**src/rtl/argmax_scheduler.sv**
```systemverilog
// Buffers one score vector from the FC stage, streams it into the argmax comparator
// one class per cycle, and delivers the class decision downstream with a timeout fallback.
module argmax_scheduler #(
  parameter int NUM_CLASS = 10,
  parameter int DW        = 12,
  parameter int TIMEOUT   = 64
) (
  input  logic                    clk,
  input  logic                    rst_n,
  input  logic                    s_valid,
  output logic                    s_ready,
  input  logic [NUM_CLASS*DW-1:0] s_data,
  output logic                    cmp_valid,
  output logic [DW-1:0]           cmp_data,
  input  logic [3:0]              cmp_decision,
  input  logic                    cmp_valid_out,
  output logic                    d_valid,
  input  logic                    d_ready,
  output logic [3:0]              d_class,
  output logic                    busy,
  output logic [15:0]             img_count,
  output logic                    err_timeout
);

  localparam int              TW        = (TIMEOUT > 1) ? $clog2(TIMEOUT) : 1;
  localparam logic [3:0]      IDX_LAST  = 4'(NUM_CLASS - 1);
  localparam logic [TW-1:0]   TCNT_LAST = TW'(TIMEOUT - 1);

  typedef enum logic [1:0] {IDLE, STREAM, WAIT, OUT} state_t;

  state_t                  state, state_d;
  logic [NUM_CLASS*DW-1:0] pend;
  logic                    pend_full;
  logic [DW-1:0]           work [NUM_CLASS];
  logic [3:0]              idx;
  logic [3:0]              idx_next;
  logic [TW-1:0]           tcnt;

  logic accept;
  logic load_work;
  logic step;
  logic enter_wait;
  logic take_decision;
  logic force_timeout;
  logic tcnt_inc;
  logic d_done;

  // s_ready drops while pend holds a vector, so the IDLE transfer cycle can never refill it.
  assign s_ready  = !pend_full;
  assign accept   = s_valid && s_ready;
  assign idx_next = idx + 4'd1;
  assign busy     = (state != IDLE) || pend_full;

  // NOTE: sequential state uses non-blocking assignments so every flop samples pre-edge values.
  always_ff @(posedge clk or negedge rst_n) begin
    if (!rst_n) state <= IDLE;
    else        state <= state_d;
  end

  // NOTE: every output of this block gets a default first, so no path can infer a latch.
  always_comb begin
    state_d       = state;
    load_work     = 1'b0;
    step          = 1'b0;
    enter_wait    = 1'b0;
    take_decision = 1'b0;
    force_timeout = 1'b0;
    tcnt_inc      = 1'b0;
    d_done        = 1'b0;
    unique case (state)
      IDLE: begin
        if (pend_full) begin
          load_work = 1'b1;
          state_d   = STREAM;
        end
      end
      STREAM: begin
        if (idx == IDX_LAST) begin
          enter_wait = 1'b1;
          state_d    = WAIT;
        end else begin
          step = 1'b1;
        end
      end
      WAIT: begin
        // A decision arriving on the same edge as the timeout wins over the forced result.
        if (cmp_valid_out) begin
          take_decision = 1'b1;
          state_d       = OUT;
        end else if (tcnt == TCNT_LAST) begin
          force_timeout = 1'b1;
          state_d       = OUT;
        end else begin
          tcnt_inc = 1'b1;
        end
      end
      OUT: begin
        if (d_valid && d_ready) begin
          d_done  = 1'b1;
          state_d = IDLE;
        end
      end
      default: state_d = IDLE;
    endcase
  end

  // NOTE: vector storage carries no reset; pend_full and the FSM decide whether it is meaningful.
  always_ff @(posedge clk) begin
    if (accept) pend <= s_data;
    if (load_work) begin
      for (int i = 0; i < NUM_CLASS; i++) work[i] <= pend[i*DW +: DW];
    end
  end

  always_ff @(posedge clk or negedge rst_n) begin
    if (!rst_n) begin
      pend_full   <= 1'b0;
      idx         <= 4'd0;
      tcnt        <= '0;
      cmp_valid   <= 1'b0;
      cmp_data    <= '0;
      d_valid     <= 1'b0;
      d_class     <= 4'd0;
      img_count   <= 16'd0;
      err_timeout <= 1'b0;
    end else begin
      if (accept)         pend_full <= 1'b1;
      else if (load_work) pend_full <= 1'b0;

      // Class 0 comes straight from pend so the stream starts the cycle after the transfer.
      if (load_work) begin
        idx       <= 4'd0;
        cmp_valid <= 1'b1;
        cmp_data  <= pend[DW-1:0];
      end else if (step) begin
        idx      <= idx_next;
        cmp_data <= work[idx_next];
      end else if (enter_wait) begin
        cmp_valid <= 1'b0;
        cmp_data  <= '0;
      end

      if (enter_wait)    tcnt <= '0;
      else if (tcnt_inc) tcnt <= tcnt + TW'(1);

      if (take_decision) begin
        d_valid <= 1'b1;
        d_class <= cmp_decision;
      end else if (force_timeout) begin
        d_valid     <= 1'b1;
        d_class     <= 4'hF;
        err_timeout <= 1'b1;
      end else if (d_done) begin
        d_valid   <= 1'b0;
        img_count <= img_count + 16'd1;
      end
    end
  end

endmodule

```
**config.mk**
```make
export PLATFORM = sky130hd
export DESIGN_NAME = argmax_scheduler
export DESIGN_NICKNAME = d
export VERILOG_FILES = /design/src/rtl/argmax_scheduler.sv
export SDC_FILE = /design/constraint.sdc
export NUM_CORES = 1
export LEC_CHECK = 0
export CORE_AREA = 2 2 209 211
export DETAILED_ROUTE_END_ITERATION = 10
export DIE_AREA = 0 0 211 213
export SLEW_MARGIN = 10
export SYNTH_ARGS = -nofsm -noshare
export SYNTH_HDL_FRONTEND = slang
export SYNTH_SLANG_ARGS = --single-unit
```
**constraint.sdc**
```tcl
create_clock -name clk -period 5.86 [get_ports clk]
set_input_delay 1.172 -clock clk [delete_from_list [all_inputs] [get_ports clk]]
set_output_delay 1.172 -clock clk [all_outputs]
set_load 0.01 [all_outputs]
```
==> summary.txt <==
Critical path
  • Slowest stage delay, CP: 580 ps
  • Worst R2R Start: idx[0]
  • Worst-path cell chain: inv_1, ha_1, nand2b_1, clkdlybuf4s50_1
  • Largest delay share family, worst path: buffers and inverters
  • CP arrival: 1970 ps
  • Worst Setup SP: state[0]
  • Worst Path Max Fanout: 4
  • Crit path buf inv count: 2
  • Crit Path Category: flop to primary output
  • Crit. End Element: primary output
  • CP Launch Type: flop
  • Worst path slowest cell: clkdlybuf4s50_1
  • Worst EP required: 4690 ps

Layout
  • Nets: 852
  • Area growth, synth to finish: 30.54%
  • Multi-input logic area: 1982 µm²
  • Layout cell share with drive strength beyond 1: 12.23%
  • Fillers: 4076
  • Sequential cell area: 8409 µm²

Logic synthesis
  • Post-synthesis register bit count: 288
  • Synth warn: 0
  • Ys flop type: edfxtp_1
  • Post-synth EDFFs: 240
  • Cell Area, Synth: 10530 µm²
  • Distinct cells, synth: 39
  • Yosys top cell by area: edfxtp_1
  • Syn_nets: 663
  • Register area share after synthesis: 79.83%
  • Syn Area/Cell: 20.06 µm²
  • Syn Inst Count: 525
  • Ranking of synthesized cells by area: edfxtp_1 (68%), dfrtp_1 (11%), mux4_1 (4.5%)
  • Async SR Flop Fraction: 16.67%
  • Top cell type's share of synthesized area: 68.42%

STA
  • Worst slew pin tran: 916.8 ps
  • Fin Setup TNS: 0 ps
  • Tcrit/Tclk final: 53.67%
  • Worst Skew: 16.74 ps
  • Tmin final: 3145 ps
  • Final Setup Violations: 0
  • Setup repair after global routing missed its margin: no
  • Final Hold Fails: 0
  • Slew headroom: 38.88%
  • Fmax: 318.0 MHz
  • Final max-slew violation count: 0

Clock tree
  • CTS Hold Buffers Added: 0
  • Clock Tree Buf Depth: 3
  • Clock transition at path regs: 60 ps
  • Clock latency on the worst-skew pair: 560 ps
  • CTS tree: yes
  • Post-CTS sizing: 0
  • CTS Buf Count: 31
  • Clock root cell: clkbuf_16
  • CTS H-tree lvls: 1
  • CTS sink cnt: 288
  • Setup Buffers After CTS: 0

Floorplan
  • Chip Width: 211 µm
  • Die Area: 44940 µm²
  • I/O pin count: 166
  • Die Span Y: 213 µm
  • Initial Util: 24.67%
  • Core ar.: 42700 µm²
  • Site Rows: 76

GRT
  • Pin count of the biggest net entering global routing: 122
  • Met3 usage: 2.883%
  • Met2 global-route usage: 15.45%
  • Initial antenna violation count: 1
  • Vias in the first global route: 5498
  • First-pass GRT wire length: 32950 µm
  • Total gr overflow: 0
  • GRT busiest layer: met2
  • Total GRT Usage: 9.803%
  • Met1 usage: 13.16%

Detailed routing
  • ANT nets after route: 0
  • Routed vias: 5215
  • WL/cell: 17.05 µm
  • Pre-Repair DR Iteration Count: 5
  • # DRC: 0
  • Vias/cell: 4.065
  • Initial DRC count: 343
  • DRT Wirelength: 21880 µm

Power
  • Pwr dens: 475.8 nW/µm²
  • Tot Pwr: 0.006542 W
  • Leakage: 4.695 nW
  • Maximum vdd ir drop: 0.0002058 V

Placement
  • Placer congestion estimate: 0.7242
  • Port Buffers: 165
  • Post-DP HPWL: 14290 µm

Min path
  • Worst min-delay path category: flop to flop
  • Critical hold path startpoint: pend[98]

Job
  • Max-cap violations: 0

Run status
  • Status: complete, no violations
layer usage:
metal	vias to the layer above	share of wire, %
met5	-	0
met4	0	1.7
met3	29	6.8
met2	163	45
met1	2573	46
li1	2450	-
state kept, by name, indices dropped and copies added, names as in the netlist:
| register | flops |
|---|---|
| pend | 120 |
| work | 120 |
| img_count | 16 |
| cmp_data | 12 |
| tcnt | 6 |
| d_class | 4 |
| idx | 4 |
| state | 2 |
| cmp_valid | 1 |
| d_valid | 1 |
| err_timeout | 1 |
| pend_full | 1 |
area by class of cell:
class | instances | area share, %
clock buffer | 35 | 5.751
clock inverter | 20 | 1.110
tap | 546 | 4.969
sequential | 288 | 61.16
antenna | 1 | 0.01820
inverter | 6 | 0.1820
multi-input combinational | 216 | 14.41
timing repair buffer | 171 | 12.39
synthesized netlist by cell type, types with 2 or more instances:
cell type        n
a21oi_1         19
and2_1           3
and3_1           6
and4_1           3
buf_2            2
buf_4            3
buf_6            6
dfrtp_1         48
dlygate4sd1_1    3
edfxtp_1       240
ha_1             9
inv_1            6
mux2_2          25
mux4_1          18
mux4_2           6
nand2_1         27
nand2b_1         3
nand3_1          5
nand4_1          8
nor2_1          25
nor2b_1          3
nor3b_1          3
o21ai_0          3
o21bai_1         2
o221ai_1        12
o22a_1           4
xnor2_1         15
xor2_1           7
cell families (layout without fill, tap and decap cells):
kind of cell,count (synthesis),count (layout),share of synthesized area [%]
flip-flops,288,288,79.83
AND/OR/NAND/NOR,91,91,4.312
multiplexers,50,50,8.541
AO/OA/AOI/OAI,43,43,2.708
XOR/XNOR,23,23,2.091
buffers and inverters,21,232,1.449
adder cells (fa/ha/maj),9,9,1.069
other,0,1,0
placed cells by master (no fill, tap or decap), types with 4 or more instances in the layout:
cell type,synthesis,layout
mux2_2,25,25
xor2_1,7,7
nor2_1,25,24
mux4_2,6,6
mux4_1,18,18
nand2_1,27,27
clkbuf_16,0,31
o221ai_1,12,12
clkdlybuf4s50_1,0,164
buf_4,3,5
edfxtp_1,240,240
nand3_1,5,5
o22a_1,4,4
xnor2_1,15,15
nand4_1,8,8
a21oi_1,19,19
and3_1,6,6
clkinv_1,0,5
dfrtp_1,48,47
inv_1,6,5
ha_1,9,9
clkinvlp_4,0,6
clkbuf_1,0,4
final timing paths:
kind	end	slack (ps)	cells past startpoint
worst min-delay path	work[8][2]	410	0
worst min register to register	work[8][2]	410	0
worst max-delay path	busy	2720	4
worst max register to register	cmp_data[3]	2760	7
min in group asynchronous	d_class[1]	730	2
max in group asynchronous	idx[0]	4650	2
power by group:
| part | leakage (nW) | internal (W) | total, W | switching [W] |
|---|---|---|---|---|
| sequential | 2.83 | 0.00282 | 0.00306 | 0.000238 |
| clock | 0.443 | 0.00102 | 0.00181 | 0.000798 |
| combinational | 1.42 | 0.000785 | 0.00167 | 0.000880 |
| total | 4.69 | 0.00463 | 0.00654 | 0.00192 |
stage by stage:
step                      instance area [µm²]  hold slack (ps)  setup WS [ps]  utilization, %  cells
after floorplan                         10540            400.3           1107               -    525
after global placement                  12800            402.7           2621           29.99   1227
after detailed placement                12800            404.5           2601           29.99   1227
after CTS                               13750            414.9           2586           32.20   1282
after global routing                    13750            419.8           2458           32.20   1282
final                                   13750            409.2           2715           32.20   1283
Note: power is estimated with default switching activity, not from simulation.
